--- src/rtl/grid_io_left_multi.sv ---
// Left-edge IO tile: serial config chain (staging) committed to a shadow register that sets per-channel pad direction/inversion.
// Pad paths are combinational from shadow; ccff_tail lags ccff_head by 2*NUM_IO enabled edges; no backpressure.
module grid_io_left_multi #(
  parameter int NUM_IO = 4
) (
  input  logic              prog_clk,
  input  logic              prog_reset_n,
  input  logic              config_enable,
  input  logic              ccff_head,
  output logic              ccff_tail,
  input  logic [NUM_IO-1:0] gfpga_pad_EMBEDDED_IO_SOC_IN,
  output logic [NUM_IO-1:0] gfpga_pad_EMBEDDED_IO_SOC_OUT,
  output logic [NUM_IO-1:0] gfpga_pad_EMBEDDED_IO_SOC_DIR,
  input  logic [NUM_IO-1:0] io_outpad,
  output logic [NUM_IO-1:0] io_inpad,
  output logic              config_done,
  output logic              config_error
);

  localparam int L  = 2 * NUM_IO;
  localparam int CW = $clog2(L + 2);

  typedef enum logic [1:0] {IDLE, SHIFT, ACTIVE, ERROR} state_t;

  state_t          state;
  logic [L-1:0]    staging;
  logic [L-1:0]    shadow;
  logic [CW-1:0]   count;

  always_ff @(posedge prog_clk or negedge prog_reset_n) begin
    if (!prog_reset_n) begin
      state        <= IDLE;
      staging      <= '0;
      shadow       <= '0;
      count        <= '0;
      config_done  <= 1'b0;
      config_error <= 1'b0;
    end else begin
      if (config_enable) begin
        staging <= {staging[L-2:0], ccff_head};
      end
      case (state)
        SHIFT: begin
          if (config_enable) begin
            // Saturate one past L so any over-length load is still distinguishable.
            if (count != CW'(L + 1)) begin
              count <= count + CW'(1);
            end
          end else if (count == CW'(L)) begin
            shadow      <= staging;
            config_done <= 1'b1;
            state       <= ACTIVE;
          end else begin
            config_error <= 1'b1;
            state        <= ERROR;
          end
        end
        default: begin
          if (config_enable) begin
            state        <= SHIFT;
            count        <= CW'(1);
            config_done  <= 1'b0;
            config_error <= 1'b0;
          end
        end
      endcase
    end
  end

  assign ccff_tail = staging[L-1];

  // Channel k: dir = shadow[2k], inv = shadow[2k+1]; the unused direction is held at 0.
  always_comb begin
    gfpga_pad_EMBEDDED_IO_SOC_DIR = '0;
    gfpga_pad_EMBEDDED_IO_SOC_OUT = '0;
    io_inpad                      = '0;
    for (int k = 0; k < NUM_IO; k++) begin
      gfpga_pad_EMBEDDED_IO_SOC_DIR[k] = shadow[2*k];
      gfpga_pad_EMBEDDED_IO_SOC_OUT[k] = shadow[2*k] & (io_outpad[k] ^ shadow[2*k+1]);
      io_inpad[k] = ~shadow[2*k] & (gfpga_pad_EMBEDDED_IO_SOC_IN[k] ^ shadow[2*k+1]);
    end
  end

endmodule

--- config.mk ---
export PLATFORM = sky130hd
export DESIGN_NAME = grid_io_left_multi
export DESIGN_NICKNAME = d
export VERILOG_FILES = /design/src/rtl/grid_io_left_multi.sv
export SDC_FILE = /design/constraint.sdc
export NUM_CORES = 1
export LEC_CHECK = 0
export ABC_AREA = 0
export ABC_CLOCK_PERIOD_IN_PS = 1800
export CAP_MARGIN = 20
export CELL_PAD_IN_SITES_DETAIL_PLACEMENT = 1
export CELL_PAD_IN_SITES_GLOBAL_PLACEMENT = 1
export CORE_MARGIN = 1.5
export CORE_UTILIZATION = 38
export DETAILED_ROUTE_END_ITERATION = 8
export PLACE_DENSITY_LB_ADDON = 0.1
export SYNTH_ARGS = -nofsm -noshare
export SYNTH_HDL_FRONTEND = slang
export SYNTH_SLANG_ARGS = --single-unit
--- constraint.sdc ---
create_clock -name prog_clk -period 1.8 [get_ports prog_clk]
set_input_delay 0.45 -clock prog_clk [delete_from_list [all_inputs] [get_ports prog_clk]]
set_output_delay 0.45 -clock prog_clk [all_outputs]
set_load 0.03 [all_outputs]
Word level (Yosys, flattened, before mapping) --
Cells that the tools add are included.
Word-level totals: input port bits 12, word-level logic and storage cells 56, register bits after elaboration 24
Cells by class: bitwise gates (word level) 21, mux-type cells 15, reductions and logical operators 7, add/subtract/negate cells 1, equality and inequality tests 6
Operator list (number):
- 2-to-1 mux 4 bit | 4
- AND reduction 3 bit | 3
- AND 1 bit | 8
- 2-to-1 mux 1 bit | 8
- bitwise XOR 1 bit | 8
- 2-to-1 mux 2 bit | 3
- != test 2 bit (second input constant) | 3
- inverter 1 bit | 5
- adder 4 x 1 -> 4 bit (second input constant) | 1
- == test 4 bit (second input constant) | 1
- != test 4 bit (second input constant) | 1
- AND reduction 2 bit | 2
- nonzero test 2 bit | 2
- == test 2 x 1 -> 1 bit (second input constant) | 1

Longest topological paths before layout --
depth after elaboration 4, depth in mapped cells 6, depth with buffers taken out 5

Worst setup path before layout --
Ideal clock, no wire load.
path type register to register, start reg state[1], end reg config_done, path buffers 1, library setup time 0.125 ns, stages on the path, launching flop included 7, data required time 1.675 ns, arrival time 1.362 ns, period minus slack after synthesis 1.486 ns, path slack 0.314 ns, path through dfrtp_1 nor2b_2 buf_6 inv_4 ha_1 o21ai_0 mux2_2
Between the ends: word-level cells in the longest chain between the ends 3, elaborated cells on any way between the ends 5, those cells by class eq/ne (2); mux (1); reduce/logical (2)
Ends and longest elaborated chain:
- from (decl) | line 25 | state_t state;
- from (signal assigned) | line 32 | state <= IDLE;
- from (signal assigned) | line 52 | state <= ACTIVE;
- from (signal assigned) | line 55 | state <= ERROR;
- == test 2 x 1 -> 1 bit (*) | line 42 | case (state)
- != test 2 bit (no line) or nonzero test 2 bit (tied branches)
- AND reduction 3 bit (no line)
- to (signal assigned) | line 36 | config_done <= 1'b0;
- to (signal assigned) | line 51 | config_done <= 1'b1;
- to (signal assigned) | line 62 | config_done <= 1'b0;
- to (decl) | line 16 | output logic config_done,
Mark *: on every way between the ends. The rest lies on a longest branch, timed or not. A chain may end at the register's enable or synchronous reset.

Worst setup path in the final report --
start in gfpga_pad_EMBEDDED_IO_SOC_IN[1], end out io_inpad[1]
Between the ends: word-level cells in the longest chain between the ends 2
Ends and longest elaborated chain:
- from (decl) | line 11 | input logic [NUM_IO-1:0] gfpga_pad_EMBEDDED_IO_SOC_IN,
- bitwise XOR 1 bit | line 80 | io_inpad[k] = ~shadow[2*k] & (gfpga_pad_EMBEDDED_IO_SOC_IN[k] ^ shadow[2*k+1]);
- AND 1 bit | line 80
- to (decl) | line 15 | output logic [NUM_IO-1:0] io_inpad,
Every way passes these cells.

==> results.toml <==
[power_and_ir_drop]
ir_worst_vdd_uv = 583.2
leakagePower_nw = 0.7385
cellPowerDensity_nw_per_um2 = 1465
power_mw = 2.163

[run_status]
status = "complete, no violations"

[critical_path]
cp.required_ns = 1.35
cp-start-kind = "input port"
cp_num_buf_inv = 2
worstSetupPathType = "input port to output port"
cp_max_fo = 1
worstPathArrival_ns = 1.26
max_stage_delay_ns = 0.47
cp_cell_sequence = "clkdlybuf4s50_1, xnor2_1, nor2_1, buf_4"
crit_path_end_kind = "output port"
crit_slowest_cell = "clkdlybuf4s50_1"
cp_top_family = "buffers and inverters"
startpoint = "gfpga_pad_EMBEDDED_IO_SOC_IN[1]"
rr_startpoint = "count[0]"

[floorplanning]
ios = 27
initial_core_util_pct = 39.17
die_area_um2 = 3438
chipWidth_um = 58.64
fp.dieH_um = 58.64
row_count = 20
core_area_um2 = 3003

[timing]
fmax_mhz = 584.9
relSlewSlack_pct = 79.18
fin_crit_sh_pct = 94.99
worst_slack_ns = 0.09016
clock_skew_ns = 0.003931
worstMarginPinSlew_ns = 0.3118
setup_viol = 0
period_needed_ns = 1.710
rsz0062_at_grt = "false"
hold_viol = 0
tns_ns = 0
drv_slew = 0

[global_routing]
grt_pass1_vias = 819
grt_usage_pct = 13.84
grt_max_degree = 25
grt_pass1_wl_um = 3560
overflow = 0
antenna_found_initial = 0

[cells_and_area]
drive_gt1_share_pct = 29.75
final_cell_mix = "dfrtp_1 (24), mux2_2 (18), dlygate4sd2_1 (8), buf_4 (8), clkdlybuf4s50_1 (7)"
num_antenna_cells = 0
multi_input_area_um2 = 511.7
fin_nets = 139
syn_to_final_growth_pct = 25.53
nFillCells = 323
final_common_cell = "dfrtp_1"
seqCellArea_um2 = 600.6

[drt]
firstDrtPassIters = 4
wirelength_um = 2008
antenna_left = 0
route.vias.total = 779
viasPerCell = 5.058
drt_iter0_markers = 9
drc = 0
wl_per_cell_um = 13.04

[clock_network]
htree_levels = 1
cts_hold_buffers = 0
clk_transition_reported_paths_ns = 0.12
clock_latency_ns = 0.30
numCtsBuffers = 3
cts_root_buffer = "clkbuf_4"
cts_setup_buffers = 0
clkSinkCount = 24
cts_buffer_depth = 2
cts_tree = "built"

[placed_design]
dp_hpwl_um = 1516
gp_congestion = 0.7132
pre_cts_ws_ns = -0.1084
io_buffers = 26

[synth]
syn-mean-instance-area_um2 = 12.51
synth_warnings = 0
synth_cell_types = 26
seq_area_frac_synth_pct = 51.06
syn_inst = 94
ys_ff_latch = 24
synth_nets = 110
syn_area_um2 = 1176

[worst_hold_path]
hp-class = "input port to asynchronous set/reset pin"

[run]
max_cap_violations = 0
worst paths after layout:
| kind | depth (start not counted) | slack [ns] | to |
|---|---|---|---|
| max | 4 | 0.09 | io_inpad[1] |
| min reg2reg | 1 | 0.52 | config_done |
| min | 2 | 0.50 | shadow[7] |
| max in group asynchronous | 2 | 1.07 | shadow[0] |
| max reg2reg | 5 | 0.17 | shadow[3] |
| min in group prog_clk | 1 | 0.52 | config_done |
layer usage:
metal,share of wire [%],GRT usage [%]
met1,47,16.34
met3,3.5,2.198
met4,0.75,6.818
met2,49,24.40
met5,0,0
what timing repair did:
action / in CTS / in global routing
setup endpoints to repair: 9 / 3
gates cloned: 0 / 0
gates resized for setup: 11 / 4
pin swaps: 2 / 3
cell type report:
cell class	instances	area share, %
Clock buffer	3	1.525
Inverter	4	1.186
Multi-Input combinational cell	60	34.66
Sequential cell	24	40.68
Tap cell	33	2.797
Timing Repair Buffer	30	19.15
sequential cells by signal, summed over array words and instances (netlist names):
register,count
count,4
shadow,8
config_done,1
staging,8
config_error,1
state,2
power breakdown:
group | switching (mW) | total (mW) | internal (mW)
Clock | 0.140 | 0.218 | 0.0778
Combinational | 0.566 | 1.06 | 0.490
Sequential | 0.162 | 0.888 | 0.726
synthesized netlist by cell type:
cell	n	area, µm²
xor2_1	4	35.03
mux2_2	18	202.7
and3b_1	1	8.760
mux2i_1	1	10.01
nand3_1	3	15.01
nor2_1	5	18.77
and3_1	2	12.51
a22o_1	2	17.52
nor2b_1	1	6.260
a31oi_1	1	6.260
buf_6	1	11.26
a211o_1	1	8.760
nor2b_2	1	8.760
dfrtp_1	24	600.6
inv_4	1	6.260
inv_1	3	11.26
ha_1	4	50.05
buf_2	1	5.000
o21ai_0	4	20.02
and2_1	4	25.02
nand3_2	1	10.01
nor4_1	1	6.260
xnor2_1	4	35.03
or4_1	1	7.510
nand3b_1	1	7.510
buf_4	4	30.03
kinds of logic (layout without fill, tap and decap cells):
kind of cell	count (synthesis)	count (layout)	share of synthesized area (%)
adders and majority gates	4	4	4.255
DFF	24	24	51.06
buffers and inverters	10	37	5.425
muxes	19	19	18.08
AOI/OAI and AO/OA	8	8	4.469
and+or+nand+nor	21	21	10.75
xor gates and xnor gates	8	8	5.957
metrics by stage:
| stage | cell area, µm² | hold slack [ns] | std cells | util, % |
|---|---|---|---|---|
| 2_1_floorplan | 1176 | 0.1544 | 94 | - |
| 3_3_place_gp | 1441 | 0.4912 | 151 | 48.00 |
| 3_5_place_dp | 1441 | 0.4972 | 151 | 48.00 |
| 4_1_cts | 1465 | 0.4933 | 154 | 48.79 |
| 5_1_grt | 1476 | 0.4981 | 154 | 49.17 |
| 6_report | 1476 | 0.4997 | 154 | 49.17 |
No activity file was read; power rests on OpenSTA's default activity.
